`config.mk`:
```
export PLATFORM = sky130hd
export DESIGN_NAME = pc_vector_sequencer
export DESIGN_NICKNAME = d
export VERILOG_FILES = /design/src/rtl/pc_vector_sequencer.sv
export SDC_FILE = /design/constraint.sdc
export NUM_CORES = 1
export LEC_CHECK = 0
export ABC_AREA = 1
export CAP_MARGIN = 40
export CELL_PAD_IN_SITES_DETAIL_PLACEMENT = 1
export CELL_PAD_IN_SITES_GLOBAL_PLACEMENT = 1
export CORE_MARGIN = 5
export CORE_UTILIZATION = 36
export CTS_BUF_LIST = sky130_fd_sc_hd__clkbuf_4
export DETAILED_ROUTE_END_ITERATION = 6
export PLACE_DENSITY = 0.94
export SLEW_MARGIN = 20
export SYNTH_ARGS = -nofsm -noshare
export SYNTH_HDL_FRONTEND = slang
export SYNTH_SLANG_ARGS = --single-unit
```
`constraint.sdc`:
```
create_clock -name sys_clock -period 3 [get_ports sys_clock]
set_input_delay 0.6 -clock sys_clock [delete_from_list [all_inputs] [get_ports sys_clock]]
set_output_delay 0.6 -clock sys_clock [all_outputs]
set_load 0.05 [all_outputs]
```
`src/rtl/pc_vector_sequencer.sv`:
```
// Fetches the RESET/NMI/IRQ/BRK vector (low byte, then high byte) and loads it into the PC.
// A request seen in IDLE loads the PC on the 4th ph2 step; rdy=0 freezes every step and holds all outputs.
module pc_vector_sequencer #(
    parameter logic [15:0] VEC_NMI = 16'hFFFA,
    parameter logic [15:0] VEC_RST = 16'hFFFC,
    parameter logic [15:0] VEC_IRQ = 16'hFFFE
) (
    input  logic        sys_clock,
    input  logic        rst,
    input  logic        clk_ph2,
    input  logic        rdy,
    input  logic        nmi_n,
    input  logic        irq_n,
    input  logic        i_flag,
    input  logic        brk_req,
    input  logic [7:0]  data_in,
    output logic [15:0] vec_addr,
    output logic        vec_rd,
    output logic [7:0]  adl_out,
    output logic [7:0]  adh_out,
    output logic        adl_load_en,
    output logic        adh_load_en,
    output logic        pc_inc_en,
    output logic        busy,
    output logic        seq_done,
    output logic [1:0]  src
);

    typedef enum logic [2:0] {
        ST_START,
        ST_IDLE,
        ST_FETCH_LO,
        ST_FETCH_HI,
        ST_LOAD
    } state_t;

    localparam logic [1:0] SRC_RST = 2'd0;
    localparam logic [1:0] SRC_NMI = 2'd1;
    localparam logic [1:0] SRC_IRQ = 2'd2;
    localparam logic [1:0] SRC_BRK = 2'd3;

    state_t      r_state;
    logic        r_nmi_prev;
    logic        r_nmi_pend;
    logic [7:0]  r_lo;
    logic [7:0]  r_hi;
    logic [1:0]  r_src;
    logic [15:0] r_vec_addr;
    logic        r_vec_rd;
    logic [7:0]  r_adl_out;
    logic [7:0]  r_adh_out;
    logic        r_adl_load_en;
    logic        r_adh_load_en;
    logic        r_pc_inc_en;
    logic        r_busy;
    logic        r_seq_done;

    logic        w_step;
    logic        w_nmi_edge;
    logic        w_irq_req;
    logic        w_req;
    logic [1:0]  w_req_src;

    function automatic logic [15:0] vec_of(input logic [1:0] s);
        case (s)
            SRC_RST: vec_of = VEC_RST;
            SRC_NMI: vec_of = VEC_NMI;
            default: vec_of = VEC_IRQ;
        endcase
    endfunction

    assign w_step     = clk_ph2 & rdy;
    assign w_nmi_edge = r_nmi_prev & ~nmi_n;
    assign w_irq_req  = ~irq_n & ~i_flag;

    always_comb begin
        w_req     = 1'b1;
        w_req_src = SRC_IRQ;
        if (r_nmi_pend) begin
            w_req_src = SRC_NMI;
        end else if (brk_req) begin
            w_req_src = SRC_BRK;
        end else if (w_irq_req) begin
            w_req_src = SRC_IRQ;
        end else begin
            w_req = 1'b0;
        end
    end

    // NMI edge capture runs every sys_clock, independent of ph2/rdy; a new edge beats the service clear.
    always_ff @(posedge sys_clock) begin
        r_nmi_prev <= nmi_n;
        if (!rst) begin
            r_nmi_pend <= 1'b0;
        end else if (w_nmi_edge) begin
            r_nmi_pend <= 1'b1;
        end else if (w_step && (r_state == ST_IDLE) && r_nmi_pend) begin
            r_nmi_pend <= 1'b0;
        end
    end

    always_ff @(posedge sys_clock) begin
        if (!rst) begin
            r_state       <= ST_START;
            r_lo          <= 8'h00;
            r_hi          <= 8'h00;
            r_src         <= SRC_RST;
            r_vec_addr    <= 16'h0000;
            r_vec_rd      <= 1'b0;
            r_adl_out     <= 8'h00;
            r_adh_out     <= 8'h00;
            r_adl_load_en <= 1'b0;
            r_adh_load_en <= 1'b0;
            r_pc_inc_en   <= 1'b0;
            r_busy        <= 1'b1;
            r_seq_done    <= 1'b0;
        end else if (w_step) begin
            r_seq_done    <= 1'b0;
            r_vec_rd      <= 1'b0;
            r_adl_load_en <= 1'b0;
            r_adh_load_en <= 1'b0;
            case (r_state)
                ST_START: begin
                    r_state     <= ST_FETCH_LO;
                    r_src       <= SRC_RST;
                    r_vec_addr  <= VEC_RST;
                    r_vec_rd    <= 1'b1;
                    r_busy      <= 1'b1;
                    r_pc_inc_en <= 1'b0;
                end
                ST_IDLE: begin
                    if (w_req) begin
                        r_state     <= ST_FETCH_LO;
                        r_src       <= w_req_src;
                        r_vec_addr  <= vec_of(w_req_src);
                        r_vec_rd    <= 1'b1;
                        r_busy      <= 1'b1;
                        r_pc_inc_en <= 1'b0;
                    end
                end
                ST_FETCH_LO: begin
                    r_lo       <= data_in;
                    r_state    <= ST_FETCH_HI;
                    r_vec_addr <= vec_of(r_src) + 16'd1;
                    r_vec_rd   <= 1'b1;
                end
                ST_FETCH_HI: begin
                    // The high byte goes straight to ADH so LOAD presents both bytes at once.
                    r_hi          <= data_in;
                    r_state       <= ST_LOAD;
                    r_adl_out     <= r_lo;
                    r_adh_out     <= data_in;
                    r_adl_load_en <= 1'b1;
                    r_adh_load_en <= 1'b1;
                end
                ST_LOAD: begin
                    r_state     <= ST_IDLE;
                    r_seq_done  <= 1'b1;
                    r_busy      <= 1'b0;
                    r_pc_inc_en <= 1'b1;
                end
                default: begin
                    r_state     <= ST_START;
                    r_busy      <= 1'b1;
                    r_pc_inc_en <= 1'b0;
                end
            endcase
        end
    end

    assign vec_addr    = r_vec_addr;
    assign vec_rd      = r_vec_rd;
    assign adl_out     = r_adl_out;
    assign adh_out     = r_adh_out;
    assign adl_load_en = r_adl_load_en;
    assign adh_load_en = r_adh_load_en;
    assign pc_inc_en   = r_pc_inc_en;
    assign busy        = r_busy;
    assign seq_done    = r_seq_done;
    assign src         = r_src;

endmodule

```
==> flow_summary_export.csv, run 1 <==
group,metric,value,unit
setup_path,crit_arrival,1.78,ns
sta,slew_violations,0,
logic_synthesis,netlist_area,1650,um2
logic_synthesis,syn_nets,220,
layout,final_cells,300,
grt,grt_max_degree,27,
die,start_util,37.4,%
die,ios,56,
setup_path,worst_setup_path_end_kind,"primary output",
sta,rsz0062_at_grt,"no",
sta,hold_slack,0.465,ns
logic_synthesis,ys_seq_area_share,48.5,%
clock_tree,postCtsSetupBuffers,0,
drt,avgRoutedWirePerCell,13.9,um
clock_tree,clk_latency,0.35,ns
drt,vias,1445,
sta,layout_min_cycle_time,2.38,ns
logic_synthesis,yosysUniqueCellTypes,19,
pwr,power.density,442,nW/um2
grt,grt_pass1_wl,6940,um
clock_tree,cts_htree_levels,2,
placement,port_buffers,55,
sta,relSlewSlack,64.4,%
drt,dr.first_iter.drc_count,69,
clock_tree,clock_path_buffers,2,
setup_path,critPathLaunchType,"flip-flop",
clock_tree,clock-root-buffer,"clkbuf_4",
setup_path,cpPeakStageDelay,0.89,ns
worst_hold_path,min_path_type,"flip-flop to flip-flop",
setup_path,critPathBufInv,1,
grt,globalRoute.busiestLayer,"met2",
layout,area_growth_syn_to_layout,31.5,%
grt,use_met1,16.0,%
setup_path,critPathSlowestCell,"clkdlybuf4s50_1",
setup_path,cp_cell_sequence,"clkdlybuf4s50_1",
grt,grt_use_met3,5.44,%
setup_path,critPathKind,"flip-flop to primary output",
logic_synthesis,synth-seq-cells,40,
layout,drive_above_1_share,13.3,%
logic_synthesis,avgSynthCellArea,8.09,um2
grt,antenna_found_initial,0,
drt,totalWireLength,4160,um
layout,fillCellCount,545,
drt,first_pass_iters,4,
sta,fmax,0.421,GHz
placement,dp.cells,293,
clock_tree,cts_sinks,40,
drt,drc_errors,0,
pwr,p_leak,0.823,nW
clock_tree,clk_pin_slew,0.12,ns
die,rows,24,
logic_synthesis,syn_inst,204,
setup_path,path_max_fanout,14,
grt,grt_overflow_total,0,
die,core_region_area,4410,um2
placement,place_congestion,0.803,
layout,fin_nets,264,
grt,grt_pass1_vias,1519,
die,dieArea,6040,um2
sta,fin_tns_setup,0,ns
setup_path,critPathRequiredTime,2.40,ns
die,die_y,77.7,um
run,maxCapViolCount,0,
drt,drtAntennaViolNets,0,
logic_synthesis,yosys_warnings,0,
sta,finalSetupViolCount,0,
clock_tree,cts_resized,0,
run_status,status,"complete, no violations",
die,die_width,77.7,um
pwr,peakVddDrop,0.000210,V
drt,routed_via_density,4.82,
grt,met2_usage,25.4,%
sta,fin_skew,0.0175,ns
clock_tree,cts_tree,"done",
grt,grt_use_total,14.5,%
layout,n_antenna_cell,0,
sta,tightestPinTransition,0.533,ns
sta,fin_crit_sh,79.2,%
clock_tree,cts_hold_buf,0,
sta,hold_viol,0,
placement,dp_hpwl,3130,um
clock_tree,numCtsBuffers,5,
setup_path,cp_top_family,"buffers and inverters",
-- kinds of logic (layout without fill, tap and decap cells) --
family	Yosys count	count (layout)	share of synthesized area (%)
flip-flops	40	40	48.5
AO/OA/AOI/OAI	54	54	17.7
buffers and inverters	42	86	14.4
AND/OR/NAND/NOR	68	68	19.3
-- final timing paths --
check | start | endpoint | slack [ns] | cells after the start
setup / recovery | vec_addr[14] | vec_addr[11] | 0.62 | 1
hold / removal | r_lo[5] | adl_out[5] | 0.46 | 2
setup reg to reg | r_state[2] | adh_out[7] | 1.52 | 7
hold reg to reg | r_lo[5] | adl_out[5] | 0.46 | 2
-- stage by stage --
step / power (mW) / area, um2 / worst slack (ns) / util [%]
after detailed placement: 0.727 / 2130 / 0.824 / 48.2
after CTS: 0.970 / 2170 / 0.579 / 49.2
after global routing: 1.01 / 2170 / 0.475 / 49.2
after floorplan: 0.676 / 1650 / 1.28 / -
final: 0.960 / 2170 / 0.623 / 49.2
after global placement: 0.724 / 2130 / 0.863 / 48.2
-- report_power, final --
part           total (mW)  switching, mW  internal, mW
logic               0.162          0.104        0.0575
clock network       0.246          0.164        0.0819
registers           0.552        0.00910         0.542
-- layer usage --
| metal | share of wire [%] | vias to the layer above |
|---|---|---|
| met5 | 0 | - |
| met4 | 1.4 | 0 |
| met3 | 5.3 | 4 |
| met2 | 51 | 33 |
| met1 | 42 | 675 |
| li1 | - | 733 |
-- final cells by class --
type | count | area, um2 | area share, %
multi-input combinational | 122 | 612 | 28.2
inverter | 22 | 82.6 | 3.80
timing repair buffer | 57 | 566 | 26.1
clock inverter | 2 | 7.51 | 0.346
clock buffer | 5 | 37.5 | 1.73
sequential | 40 | 801 | 36.9
tap | 52 | 65.1 | 3.00
-- sequential cells by signal (all words and copies together) (netlist names), 2 cells and up --
register  count
adh_out       8
adl_out       8
r_lo          8
r_state       3
src           2
vec_addr      4
-- cells in the mapped netlist --
cell | number | area, um2
a21oi_1 | 22 | 110
a21oi_2 | 6 | 52.6
buf_2 | 1 | 5.00
buf_4 | 13 | 97.6
buf_6 | 4 | 45.0
clkbuf_1 | 2 | 7.51
dfxtp_1 | 40 | 801
inv_1 | 16 | 60.1
inv_2 | 6 | 22.5
nand2_1 | 23 | 86.3
nand2_2 | 4 | 25.0
nand3_1 | 8 | 40.0
nand3_2 | 1 | 10.0
nand4_1 | 2 | 12.5
nor2_1 | 21 | 78.8
nor2_2 | 8 | 50.1
nor3_4 | 1 | 16.3
o21ai_0 | 12 | 60.1
o21ai_1 | 14 | 70.1
-- layout by cell type, fill, tap and decap left out, drive strengths merged --
cell type / instances
clkdlybuf4s50: 55
dfxtp: 40
nor2: 29
a21oi: 28
nand2: 27
o21ai: 26
inv: 22
nand3: 9
clkbuf: 5
nand4: 2
clkinv: 2
buf: 2
nor3: 1
Power figures use the tool's default switching activity.
==> inputs of run 2 (changes only) <==
Settings changed: CORE_UTILIZATION 36 to 30, PLACE_DENSITY 0.94 to 0.84.
Clock period 3 ns to 1.9 ns, I/O delays scaled along.
==> run 2 against run 1 <==
Net effect: largest cell class unchanged; via count up 1.0%; worst setup slack worse by 0.36 ns; clock-buffer cell count stayed put.
==> flow_summary_export.csv, run 2 (synthesis gave the netlist of run 1 again) <==
group,metric,value,unit
clock_tree,clock-root-buffer,"clkbuf_4",
placement,place_area,2110,um2
setup_path,critPathKind,"flip-flop to primary output",
clock_tree,clk_pin_slew,0.12,ns
layout,n_antenna_cell,0,
drt,routed_via_density,4.53,
run_status,status,"complete, no violations",
drt,avgRoutedWirePerCell,12.3,um
layout,stdcell_area,2180,um2
setup_path,worst_setup_path_end_kind,"primary output",
drt,totalWireLength,3950,um
placement,port_buffers,55,
die,core_region_area,5440,um2
layout,drive_above_1_share,25.6,%
sta,fmax,0.612,GHz
placement,place_congestion,0.838,
layout,area_growth_syn_to_layout,32.0,%
die,start_util,30.3,%
sta,relSlewSlack,66.0,%
grt,grt_use_total,11.7,%
drt,drc_errors,0,
setup_path,cpPeakStageDelay,0.55,ns
pwr,peakVddDrop,0.000358,V
layout,final_cells,322,
drt,drtAntennaViolNets,0,
clock_tree,clock_path_buffers,2,
die,rows,27,
sta,hold_slack,0.459,ns
clock_tree,cts_tree,"done",
sta,fin_skew,0.0144,ns
layout,final_common_cell,"dfxtp_1",
drt,vias,1460,
sta,fin_tns_setup,0,ns
setup_path,cp_top_family,"buffers and inverters",
sta,finalSetupViolCount,0,
grt,antenna_found_initial,0,
layout,fin_util,40.1,%
placement,dp_hpwl,2980,um
layout,layout_common_cells,"dfxtp_1, buf_4, nand2_1",
pwr,p_leak,0.958,nW
sta,hold_viol,0,
setup_path,critPathSlowestCell,"dlygate4sd2_1",
grt,grt_pass1_vias,1424,
layout,fin_nets,265,
die,ios,56,
run,maxCapViolCount,0,
clock_tree,postCtsSetupBuffers,0,
clock_tree,cts_htree_levels,2,
grt,grt_overflow_total,0,
worst_hold_path,min_path_type,"flip-flop to flip-flop",
die,dieArea,7080,um2
pwr,power.density,773,nW/um2
setup_path,cp_cell_sequence,"dlygate4sd2_1",
clock_tree,cts_sinks,40,
sta,rsz0062_at_grt,"no",
grt,grt_max_degree,24,
drt,first_pass_iters,4,
grt,grt_pass1_wl,6760,um
setup_path,critPathRequiredTime,1.52,ns
layout,fillCellCount,651,
setup_path,crit_arrival,1.25,ns
die,die_y,84.2,um
drt,dr.first_iter.drc_count,46,
setup_path,critPathLaunchType,"flip-flop",
sta,tightestPinTransition,0.512,ns
setup_path,critPathBufInv,1,
setup_path,path_max_fanout,2,
sta,layout_min_cycle_time,1.63,ns
placement,dp.cells,314,
sta,slew_violations,0,
die,die_width,84.2,um
clock_tree,numCtsBuffers,5,
clock_tree,clk_latency,0.35,ns
sta,fin_crit_sh,85.9,%
==> run 2: changes by cell type in the layout (fill, tap and decap cells not counted) <==
cell and change:
bufinv_16 +1, clkdlybuf4s50_1 -40, clkinv_1 -1, buf_12 +2
buf_4 +27, clkinv_4 +1, dlygate4sd2_1 +12
==> run 2: layout make-up <==
cell class | instances | area [um2] | share of cell area [%]
flip-flops and latches | 40 | 801 | 36.8
multi-input cells | 122 | 612 | 28.1
repair buffers | 58 | 513 | 23.5
well taps | 72 | 90.1 | 4.14
inverters | 22 | 82.6 | 3.79
clock inverters | 3 | 42.5 | 1.95
clock buffers | 5 | 37.5 | 1.72
==> run 2: metal layers <==
layer	vias to the layer above	routed length (um)	global-route usage, %
li1	736	-	-
met1	680	1760	14.2
met2	38	1910	18.9
met3	6	186	3.24
met4	0	87	5.70
met5	-	0	0
==> run 2: final timing paths <==
path	startpoint	to	slack, ns	depth (start not counted)
max	adh_out[1]	adh_out[1]	0.27	1
min reg2reg	r_nmi_prev	r_nmi_pend	0.46	2
max reg2reg	r_state[0]	r_state[0]	0.51	7
min	r_nmi_prev	r_nmi_pend	0.46	2
==> run 2: per-stage QoR <==
step                setup WS, ns  total power [mW]
detailed placement         0.124              1.15
global placement           0.181              1.14
global route               0.146              1.77
CTS                        0.240              1.71
finish                     0.267              1.68
floorplan                  0.398              1.07
==> run 2: repair_timing <==
| action | in CTS | in global routing |
|---|---|---|
| setup endpoints to repair | 12 | 0 |
| gates resized for setup | 12 | 0 |
| hold buffers | 0 | 0 |
==> run 2: report_power, final <==
part           internal (mW)  total, mW  switching [mW]  leakage [nW]
Sequential             0.857      0.872          0.0152         0.324
Clock                  0.275      0.561           0.286        0.0428
Combinational         0.0847      0.250           0.165         0.591
==> run 2: worst reg2reg max path: stages, from the launching register on <==
cell	delay, ns
dfxtp_1	0.45
inv_2	0.09
nand3_1	0.17
inv_2	0.06
nand2_2	0.23
nand2_1	0.09
a21oi_1	0.14
nor2_1	0.05
